## src/rtl/nibble_serial_adder_pkg.sv

```systemverilog
// Shared definitions for the nibble-serial adder: nibble width and FSM encodings.
package nibble_serial_adder_pkg;

    localparam int NIBBLE_W = 4;

    typedef enum logic [1:0] {
        S_IDLE = 2'd0,
        S_RUN  = 2'd1,
        S_DONE = 2'd2
    } state_t;

endpackage

```

## src/rtl/nibble_serial_adder_cla.sv

```systemverilog
// 4-bit carry-look-ahead adder, purely combinational.
// All internal carries are computed directly from generate/propagate terms.
module carry_look_ahead_adder (
    input  logic [3:0] i_a,
    input  logic [3:0] i_b,
    input  logic       i_cin,
    output logic [3:0] o_sum,
    output logic       o_carry
);

    logic [3:0] w_p;
    logic [3:0] w_g;
    logic [4:0] w_c;

    genvar gi;
    generate
        for (gi = 0; gi < 4; gi++) begin : g_pg
            assign w_p[gi] = i_a[gi] ^ i_b[gi];
            assign w_g[gi] = i_a[gi] & i_b[gi];
        end
    endgenerate

    // Flattened look-ahead carry equations
    assign w_c[0] = i_cin;
    assign w_c[1] = w_g[0] | (w_p[0] & i_cin);
    assign w_c[2] = w_g[1] | (w_p[1] & w_g[0]) | (w_p[1] & w_p[0] & i_cin);
    assign w_c[3] = w_g[2] | (w_p[2] & w_g[1]) | (w_p[2] & w_p[1] & w_g[0])
                  | (w_p[2] & w_p[1] & w_p[0] & i_cin);
    assign w_c[4] = w_g[3] | (w_p[3] & w_g[2]) | (w_p[3] & w_p[2] & w_g[1])
                  | (w_p[3] & w_p[2] & w_p[1] & w_g[0])
                  | (w_p[3] & w_p[2] & w_p[1] & w_p[0] & i_cin);

    generate
        for (gi = 0; gi < 4; gi++) begin : g_sum
            assign o_sum[gi] = w_p[gi] ^ w_c[gi];
        end
    endgenerate

    assign o_carry = w_c[4];

endmodule

```

## src/rtl/nibble_serial_adder.sv

```systemverilog
// Multi-cycle WIDTH-bit adder that reuses a single 4-bit CLA stage,
// processing one nibble per clock (LSB first) with a registered carry.
module nibble_serial_adder
    import nibble_serial_adder_pkg::*;
#(
    parameter int WIDTH = 16
) (
    input  logic             clk,
    input  logic             rst,
    input  logic             in_valid,
    output logic             in_ready,
    input  logic [WIDTH-1:0] a_in,
    input  logic [WIDTH-1:0] b_in,
    input  logic             cin_in,
    output logic             out_valid,
    input  logic             out_ready,
    output logic [WIDTH-1:0] sum_out,
    output logic             cout_out,
    output logic             ovf_out,
    output logic             busy
);

    localparam int NIB = WIDTH / NIBBLE_W;
    localparam int CW  = $clog2(NIB + 1);
    localparam logic [CW-1:0] LAST_CNT = CW'(NIB - 1);

    state_t           r_state;
    state_t           w_state_next;
    logic [WIDTH-1:0] r_a;
    logic [WIDTH-1:0] r_b;
    logic [WIDTH-1:0] r_sum;
    logic [CW-1:0]    r_cnt;
    logic             r_carry;
    logic             r_cout;
    logic             r_ovf;
    logic             r_a_msb;
    logic             r_b_msb;

    logic [3:0]       w_nib_sum;
    logic             w_nib_carry;
    logic [WIDTH-1:0] w_sum_shift;
    logic             w_last;

    carry_look_ahead_adder u_cla (
        .i_a     (r_a[NIBBLE_W-1:0]),
        .i_b     (r_b[NIBBLE_W-1:0]),
        .i_cin   (r_carry),
        .o_sum   (w_nib_sum),
        .o_carry (w_nib_carry)
    );

    // New nibble enters the result register from the top, so after NIB shifts
    // the first (least-significant) nibble has arrived at bit 0.
    generate
        if (NIB == 1) begin : g_shift_single
            assign w_sum_shift = w_nib_sum;
        end else begin : g_shift_multi
            assign w_sum_shift = {w_nib_sum, r_sum[WIDTH-1:NIBBLE_W]};
        end
    endgenerate

    assign w_last = (r_cnt == LAST_CNT);

    // State register
    always_ff @(posedge clk) begin
        if (rst) begin
            r_state <= S_IDLE;
        end else begin
            r_state <= w_state_next;
        end
    end

    // Next-state logic: accept in IDLE, NIB cycles of RUN, hold in DONE until taken
    always_comb begin
        w_state_next = r_state;
        case (r_state)
            S_IDLE:  if (in_valid)             w_state_next = S_RUN;
            S_RUN:   if (w_last)               w_state_next = S_DONE;
            S_DONE:  if (out_ready)            w_state_next = S_IDLE;
            default:                           w_state_next = S_IDLE;
        endcase
    end

    // Datapath: operand capture, nibble shifting, carry and flag registration
    always_ff @(posedge clk) begin
        if (rst) begin
            r_a     <= '0;
            r_b     <= '0;
            r_sum   <= '0;
            r_cnt   <= '0;
            r_carry <= 1'b0;
            r_cout  <= 1'b0;
            r_ovf   <= 1'b0;
            r_a_msb <= 1'b0;
            r_b_msb <= 1'b0;
        end else begin
            case (r_state)
                S_IDLE: begin
                    if (in_valid) begin
                        r_a     <= a_in;
                        r_b     <= b_in;
                        r_carry <= cin_in;
                        r_cnt   <= '0;
                        r_a_msb <= a_in[WIDTH-1];
                        r_b_msb <= b_in[WIDTH-1];
                    end
                end
                S_RUN: begin
                    r_sum   <= w_sum_shift;
                    r_carry <= w_nib_carry;
                    r_a     <= r_a >> NIBBLE_W;
                    r_b     <= r_b >> NIBBLE_W;
                    r_cnt   <= r_cnt + CW'(1);
                    if (w_last) begin
                        r_cout <= w_nib_carry;
                        r_ovf  <= (r_a_msb == r_b_msb) && (w_nib_sum[3] != r_a_msb);
                    end
                end
                default: ;
            endcase
        end
    end

    // Handshake and status outputs decoded from the state
    always_comb begin
        in_ready  = (r_state == S_IDLE);
        out_valid = (r_state == S_DONE);
        busy      = (r_state != S_IDLE);
    end

    assign sum_out  = r_sum;
    assign cout_out = r_cout;
    assign ovf_out  = r_ovf;

endmodule
```

## config.mk

```make
export PLATFORM = sky130hd
export DESIGN_NAME = nibble_serial_adder
export DESIGN_NICKNAME = d
export VERILOG_FILES = /design/src/rtl/nibble_serial_adder_pkg.sv /design/src/rtl/nibble_serial_adder_cla.sv /design/src/rtl/nibble_serial_adder.sv
export SDC_FILE = /design/constraint.sdc
export NUM_CORES = 1
export LEC_CHECK = 0
export CAP_MARGIN = 20
export CORE_AREA = 8 8 114 106
export DETAILED_ROUTE_END_ITERATION = 12
export DIE_AREA = 0 0 122 114
export DONT_BUFFER_PORTS = 1
export PLACE_DENSITY = 0.37
export SYNTH_ARGS = -nofsm -noshare
export SYNTH_HDL_FRONTEND = slang
export SYNTH_SLANG_ARGS = --single-unit
```

## constraint.sdc

```tcl
create_clock -name clk -period 1.89 [get_ports clk]
set_clock_uncertainty 0.2 [all_clocks]
set_input_delay 0.567 -clock clk [delete_from_list [all_inputs] [get_ports clk]]
set_output_delay 0.567 -clock clk [all_outputs]
set_load 0.01 [all_outputs]
```

==> results of run 1 <==
==> power groups by stage <==
stage          clock network (mW)  registers, mW  logic (mW)
2_1_floorplan                   0           1.37       0.272
3_3_place_gp                    0           1.39       0.371
3_5_place_dp                    0           1.39       0.371
4_1_cts                      1.06           1.37       0.382
5_1_grt                      1.11           1.38       0.431
6_report                     1.02           1.37       0.372
==> stage by stage <==
step	instances	setup TNS, ns	area, um2	utilization (%)
after floorplan	311	0	2460	-
after global placement	429	0	2666	26.59
after detailed placement	429	-0.001502	2666	26.59
after CTS	445	0	2869	28.61
after global routing	445	-0.06222	2879	28.71
final	445	0	2879	28.71
==> placed cells by master, fill, tap and decap left out, types with 2 or more instances in the layout <==
master	Yosys	final
sky130_fd_sc_hd__clkinvlp_4	0	2
sky130_fd_sc_hd__nand3_1	8	8
sky130_fd_sc_hd__buf_12	0	4
sky130_fd_sc_hd__nand2b_1	4	3
sky130_fd_sc_hd__ha_1	6	4
sky130_fd_sc_hd__clkinv_2	0	3
sky130_fd_sc_hd__a311oi_1	24	24
sky130_fd_sc_hd__dfxtp_2	0	3
sky130_fd_sc_hd__nor2_1	39	38
sky130_fd_sc_hd__buf_4	0	7
sky130_fd_sc_hd__clkbuf_8	0	10
sky130_fd_sc_hd__inv_1	5	5
sky130_fd_sc_hd__dfxtp_1	58	55
sky130_fd_sc_hd__nor2b_2	0	2
sky130_fd_sc_hd__ha_4	0	2
sky130_fd_sc_hd__nand2_1	92	92
sky130_fd_sc_hd__a21oi_1	31	31
sky130_fd_sc_hd__nand4_1	2	2
sky130_fd_sc_hd__a211o_1	2	2
==> synth_stat cells <==
master | instances | area [um2]
sky130_fd_sc_hd__nand3_1 | 8 | 40.04
sky130_fd_sc_hd__nor2_1 | 39 | 146.4
sky130_fd_sc_hd__a221o_2 | 1 | 11.26
sky130_fd_sc_hd__nand4_1 | 2 | 12.51
sky130_fd_sc_hd__nor3_1 | 1 | 5.000
sky130_fd_sc_hd__buf_1 | 1 | 3.750
sky130_fd_sc_hd__and2_1 | 1 | 6.260
sky130_fd_sc_hd__or2_2 | 1 | 6.260
sky130_fd_sc_hd__a31o_1 | 1 | 8.760
sky130_fd_sc_hd__a311oi_2 | 1 | 15.01
sky130_fd_sc_hd__o31ai_1 | 1 | 7.510
sky130_fd_sc_hd__clkbuf_1 | 10 | 37.54
sky130_fd_sc_hd__dfxtp_1 | 58 | 1161
sky130_fd_sc_hd__nor4_1 | 1 | 6.260
sky130_fd_sc_hd__nor3b_2 | 1 | 12.51
sky130_fd_sc_hd__a211oi_1 | 1 | 7.510
sky130_fd_sc_hd__a211o_1 | 2 | 17.52
sky130_fd_sc_hd__inv_1 | 5 | 18.77
sky130_fd_sc_hd__buf_2 | 11 | 55.05
sky130_fd_sc_hd__fa_1 | 1 | 20.02
sky130_fd_sc_hd__nand2_1 | 92 | 345.3
sky130_fd_sc_hd__nor2b_1 | 3 | 18.77
sky130_fd_sc_hd__xnor2_1 | 1 | 8.760
sky130_fd_sc_hd__o21a_2 | 1 | 8.760
sky130_fd_sc_hd__a21oi_1 | 31 | 155.2
sky130_fd_sc_hd__a311oi_1 | 24 | 210.2
sky130_fd_sc_hd__ha_1 | 6 | 75.07
sky130_fd_sc_hd__nand2b_1 | 4 | 25.02
sky130_fd_sc_hd__a31oi_1 | 1 | 6.260
sky130_fd_sc_hd__a22oi_1 | 1 | 7.510
==> registers in the layout, indices dropped and copies added (netlist names) <==
| signal | count |
|---|---|
| r_state | 2 |
| r_b | 16 |
| r_a | 16 |
| ovf_out | 1 |
| r_a_msb | 1 |
| r_cnt | 3 |
| r_carry | 1 |
| cout_out | 1 |
| r_b_msb | 1 |
| sum_out | 16 |
==> cell families after synthesis <==
logic type	count (synthesis)	share of synthesized area [%]
AOI/OAI and AO/OA	65	18.52
xor gates and xnor gates	1	0.3561
adders and majority gates	7	3.866
buffers and inverters	27	4.680
DFF	58	47.20
and+or+nand+nor	153	25.38
==> worst reg2reg max path: cells and delay by family, from the launching register on <==
kind            cells  cell delay (ns)
compound gates      4             0.99
flops               1             0.34
fa+ha+maj           1             0.23
==> timing repair <==
item / in CTS / in global routing
setup endpoints to repair: 3 / 3
gates resized for setup: 5 / 4
cloned: 0 / 0
pin swaps: 4 / 3
==> cell type report <==
| cell class | count | area (um2) |
|---|---|---|
| fill | 1101 | 7149 |
| multi-input combinational | 226 | 1230 |
| sequential | 58 | 1165 |
| tap | 129 | 161.4 |
| clock buffer | 11 | 141.4 |
| timing repair buffer | 11 | 132.6 |
| clock inverter | 5 | 30.03 |
| inverter | 5 | 18.77 |
==> worst paths after layout <==
check	endpoint	cells after the start
worst min register to register	r_a[15]$_SDFFE_PP0P_	2
worst max register to register	ovf_out$_SDFFE_PP0P_	5
worst min-delay path	r_b[5]$_SDFFE_PP0P_	1
worst max-delay path	ovf_out$_SDFFE_PP0P_	5
==> per-layer routing <==
metal	vias up	routed length, um	share of wire [%]	global-route usage (%)
met3	6	380	5.6	4.296
li1	1062	-	-	-
met5	-	0	0	0
met4	0	75	1.1	3.205
met1	919	3290	48	12.97
met2	40	3073	45	16.02
==> metrics list, run 1 <==
- Outcome: completed
- In this run, the clock network consumes 36.9% of the power.
- The final number of hold-violating endpoints came to 0.
- Setup violations remaining at the end of the flow were counted as 0.
- Post-detailed-route count of antenna-violating nets: 0
- Share of the clock period used by the worst path: 97.71%
- Flop-to-flop setup slack: 0.04 ns
- Flop pwr share: 49.6%
- Power spread over the standard cell area amounts to 957.2 nW/um2.
- Clock slew seen by the registers of the worst setup and hold paths: 0.06 ns
* Crit path largest cell delay: 0.34 ns
* #FFs+latches synth: 58
- The number of antenna diodes in the final layout is 0.
- RSZ-0062 raised after global routing: true
- Synthesis handed over a netlist of 311 instances.
- Slowest cell on the critical path: sky130_fd_sc_hd__dfxtp_2
- Area of the core: 10030 um2
- Number of standard-cell rows in the floorplan: 35
- STA classifies the critical path endpoint as a flop.
* Number of sinks driven by the clock tree: 58
- Walking the worst path, the cells encountered are ha_4 -> a211o_1 -> a211o_1 -> a31o_1 -> a311oi_2.
- Timing would allow up to 541.5 MHz.
- Tot Pwr: 2.756 mW
* Initial core utilization: 24.53%
- Worst Min Path Start: rst
- Share of final-layout standard cells stronger than drive strength 1: 12.66%
- TritonCTS built the clock tree.
- CTS Root Cell: sky130_fd_sc_hd__clkbuf_8
* Final worst-path setup slack: 0.04322 ns
- The first TritonRoute pass finished after 4 iterations.
* Buffer count from post-CTS setup fixing: 0
- Antenna violations before repair: 0
- For this block, the via count after detailed routing is 2027.
- Relative slew margins: 77.55%
* Switching portion of total power: 28.48%
* Number of top-level pins: 58
- At the pin with the least slew margin, the transition time is 0.3364 ns.
- The synthesized netlist occupies a cell area of 2460 um2.
- Critical path fanouts, max: 2
* Critical path start-end classification: reg -> reg
- CTS built an H-tree with a depth of 3.
- Overflow after GRT: 0
- Measured along the x axis, the die boundary spans 122 um.
- Combinational fraction of design power: 13.5%
- Data arrives at the worst endpoint at 1.89 ns.
- In the final routed layout, each cell accounts on average for 15.33 um.
* Total buffers and inverters traversed by the critical path: 0
- Global router's overall resource usage: 10.44%
* Share of the yosys chip area belonging to registers: 47.20%
- In this run, post-CTS hold repair placed 0 buffers.
* Growth of design area from synthesis to finish: 17.04%
* Chip Height: 114 um
- Routability-driven placement finished with a final weighted congestion of 0.7073.
- Internal Pwr Total: 1.971 mW
* DRC violation count after routing: 0
- Via count of the first global-routing pass: 2182
- Iter 0 DRT Violations: 140
* Switching power of the nets: 784.7 uW
- Port buffering added 0 buffers.
* Launching element of the worst setup path: r_a[0]$_SDFFE_PP0P_
* Reg-to-reg critical path startpoint: r_a[0]$_SDFFE_PP0P_
* Kind of start point of the critical path: flop
- No sink is reached through more buffers than the 2 on the longest clock path.
- Dividing the synthesized area by the synthesized cell count gives 7.910 um2.
- After synthesis, the netlist uses 30 different library cells.
- The routed design could run at a clock period as short as 1.847 ns.
- IR analysis of the VDD net gives a maximum drop of 0.0002472 V.
* Pleak: 1.039 nW
- Wire length after detailed routing: 6.820 mm
* CP Data Required Time: 1.93 ns
* Routed vias/inst: 4.555
- The tool flagged a number of max-cap violations equal to 0.
* TritonCTS Buffers: 9
* Cell family with most CP delay: compound AO/OA/AOI/OAI gates
- Overall die area: 13910 um2
- In this run the worst hold path is classified as in -> reg.
- When the netlist entered floorplanning its net count stood at 355.
* Half-perimeter wire length of the detailed placement result: 4.707 mm
- Entering global routing, the biggest net connects 59 pins.
* Worst Hold Slack: 0.1086 ns
- Final net count: 355
- The first global-routing pass estimated 11.33 mm of wire.
- Max-slew violation count: 0
* Worst slack at placement: -0.001502 ns
* Most frequent cell on the critical path: sky130_fd_sc_hd__a211o_1
* Clock network latency to the later pin of the worst-skew pair: 0.33 ns
- During synthesis, Yosys emitted a total of 0 warnings.
Note: power is estimated with default switching activity, not from simulation.
==> run 2: changes to the inputs <==
PLACE_DENSITY = unset   (was 0.37)
==> run 2 against run 1 <==
Net effect:
- the flow now finishes with violations (setup timing)
- flip-flop and latch count stayed put
- clock power is 41% higher
- design area is 0.74% higher
- worst hold slack worse by 0.011 ns
- core utilization is 0.21 points higher
- combinational power is 4% lower
- via count is 3.1% higher
- critical endpoint unchanged
- largest cell class unchanged
==> metrics list, run 2 (same netlist as run 1, synthesis figures left out) <==
* Outcome: finished, violations left
- Clock slew seen by the registers of the worst setup and hold paths: 0.07 ns (about the same)
* Violated checks: setup timing
- The critical path goes through ha_1 -> a211o_1 -> a211o_1 -> a31o_1 -> a311oi_2.
* Kind of start point of the critical path: flop
- Most common cell after layout, fill and taps aside: sky130_fd_sc_hd__nand2_1
* Count of filler cells inserted in the layout: 1084 (-1.5%)
- Via count of the first global-routing pass: 2048 (-6.1%)
* Number of iterations in the first detailed-routing pass: 4 (unchanged)
* Routed vias/inst: 4.726 (+3.8%)
* Pleak: 1.068 nW (+2.7%)
- Total power density per cell area: 1087 nW/um2 (+14%)
- The sum of buffers and inverters on the critical path was 0 (unchanged).
- Post-detailed-route count of antenna-violating nets: 0 (unchanged)
- Routed len/inst: 14.95 um (-2.5%)
- Largest buffer count on any clock path: 2 (unchanged)
- RSZ-0062 raised after global routing: true
* Number of max-cap violations: 0 (unchanged)
* Relative slew margins: 78.61% (+1.1 points)
- Footprint of the multi-input gates: 1202 um2 (-2.2%)
- The maximum level of the CTS H-tree was 3 (unchanged).
- The required time reported for the critical path endpoint came to 1.93 ns (about the same).
- The final core utilization was 28.92% (+0.21 points).
- The number of diodes added for antenna fixing is 0 (unchanged).
- TritonCTS built the clock tree.
- The delay contributed by the slowest stage of the critical path was 0.31 ns (-0.03 ns).
- Critical path start-end classification: reg -> reg
* Max-slew violation count: 0 (unchanged)
* Final hold vios: 0 (unchanged)
* Data arrival time at the worst-slack endpoint: 1.96 ns (+0.07 ns)
* Critical path fanouts, max: 2 (unchanged)
* Antenna violations before repair: 0 (unchanged)
* Count of hold-fix buffers inserted at cts: 0 (unchanged)
* Share of final-layout standard cells stronger than drive strength 1: 10.54% (-2.1 points)
- CTS Root Cell: sky130_fd_sc_hd__clkbuf_8
* Final net count: 353 (-0.56%)
* Top library cells by usage in the layout, fill and taps aside: sky130_fd_sc_hd__nand2_1 (92), sky130_fd_sc_hd__dfxtp_1 (57), sky130_fd_sc_hd__nor2_1 (38), sky130_fd_sc_hd__a21oi_1 (31), sky130_fd_sc_hd__a311oi_1 (24)
- Final period demand of the worst path: 1.921 ns (+0.07380 ns)
* Half-perimeter wire length of the detailed placement result: 4.574 mm (-2.8%)
* Share of the clock period used by the worst path: 101.6% (+3.9 points)
- Area of the core: 10030 um2 (unchanged)
- TritonCTS Buffers: 9 (unchanged)
- Maximum number of pins on one net before global-route repair: 62 (+5.1%)
- Initial core utilization: 24.53% (unchanged)
- Max IR drop VDD: 0.0004281 V (+73%)
- Routability congestion estimate from global placement: 0.7513 (+6.2%)
- DRC violation count after routing: 0 (unchanged)
* Wire length after detailed routing: 6.608 mm (-3.1%)
* Total number of vias: 2089 (+3.1%)
- On the critical path the largest part of the delay comes from compound AO/OA/AOI/OAI gates.
- Among all stages on the critical path, the largest delay is contributed by sky130_fd_sc_hd__dfxtp_1.
- Most frequent cell on the critical path: sky130_fd_sc_hd__a211o_1
- The vertical die dimension came to 114 um (unchanged).
* Flip-flop and latch area: 1162 um2 (-0.22%)
* Final-report setup violation count: 1 (+1)
- The number of design-rule violations left by the first detailed-router iteration came to 179 (+28%).
- The number of rows in the core area is 35 (unchanged).
- The final worst slack is -0.03058 ns (-0.07380 ns).
- Horiz. Die Dim: 122 um (unchanged)
- The count of input and output buffers came to 0 (unchanged).
* Overall die area: 13910 um2 (unchanged)
- Overflow after GRT: 0 (unchanged)
- Global router's overall resource usage: 9.894% (-0.55 points)
- The global-route wire length before repair is 10.74 mm (-5.2%).
- Number of top-level pins: 58 (unchanged)
* Buffer count from post-CTS setup fixing: 0 (unchanged)
- Number of sinks driven by the clock tree: 58 (unchanged)
- Clock network latency to the later pin of the worst-skew pair: 0.33 ns (about the same)
- The path class of the tightest hold or removal check is in -> reg.
- The area growth from synthesis to layout is 17.90%.
- Highest attainable clock frequency: 520.7 MHz (-3.8%)
- The minimum hold slack came to 0.09766 ns (-0.01096 ns).
- The measured slew at the worst slew-check pin is 0.3204 ns (-0.01593 ns).
* Endpoint class of the critical path: flop
-- run 2: changes by cell type in the layout (fill, tap and decap cells not counted), sizes merged --
cell      delta
buf          -2
clkinv       -2
clkinvlp     -2
bufinv       +3
-- run 2: layout make-up --
type,instances,area share [%]
multi-input cells,226,41.46
flip-flops and latches,58,40.08
well taps,129,5.565
clock buffers,11,5.220
repair buffers,9,3.624
clock inverters,4,3.408
inverters,5,0.6471
-- run 2: per-layer routing --
metal / part of all wire, % / track usage [%] / wire length (um)
met5: 0 / 0 / 0
met4: 1.3 / 3.944 / 84
met3: 6.7 / 3.951 / 443
met2: 48 / 15.08 / 3139
met1: 45 / 12.12 / 2941
-- run 2: what timing repair did --
item	CTS	global route
gates resized for setup	1	3
setup endpoints to repair	2	3
pin swaps	1	0
-- run 2: where the power goes --
group / switching [mW] / internal [mW]
clock: 0.492 / 0.943
combinational: 0.208 / 0.148
sequential: 0.0575 / 1.30
total: 0.758 / 2.40
-- run 2: path summary, 6_finish.rpt --
path,start,end,slack (ns),cells after the start
max,r_b[0]$_SDFFE_PP0P_,ovf_out$_SDFFE_PP0P_,-0.03,5
min,rst,r_a[6]$_SDFFE_PP0P_,0.1,1
max reg2reg,r_b[0]$_SDFFE_PP0P_,ovf_out$_SDFFE_PP0P_,-0.03,5
min reg2reg,r_a[15]$_SDFFE_PP0P_,r_a[15]$_SDFFE_PP0P_,0.25,2
-- run 2: metrics by stage --
step	TNS, ns	cell area, um2	total power [mW]	instances	setup WS (ns)
2_1_floorplan	0	2460	1.645	311	0.04032
3_3_place_gp	0	2639	1.737	427	0.03054
3_5_place_dp	-0.04181	2639	1.746	427	-0.04181
4_1_cts	-0.02665	2892	3.192	442	-0.02665
5_1_grt	-0.1053	2900	3.310	442	-0.1053
6_report	-0.03058	2900	3.154	442	-0.03058
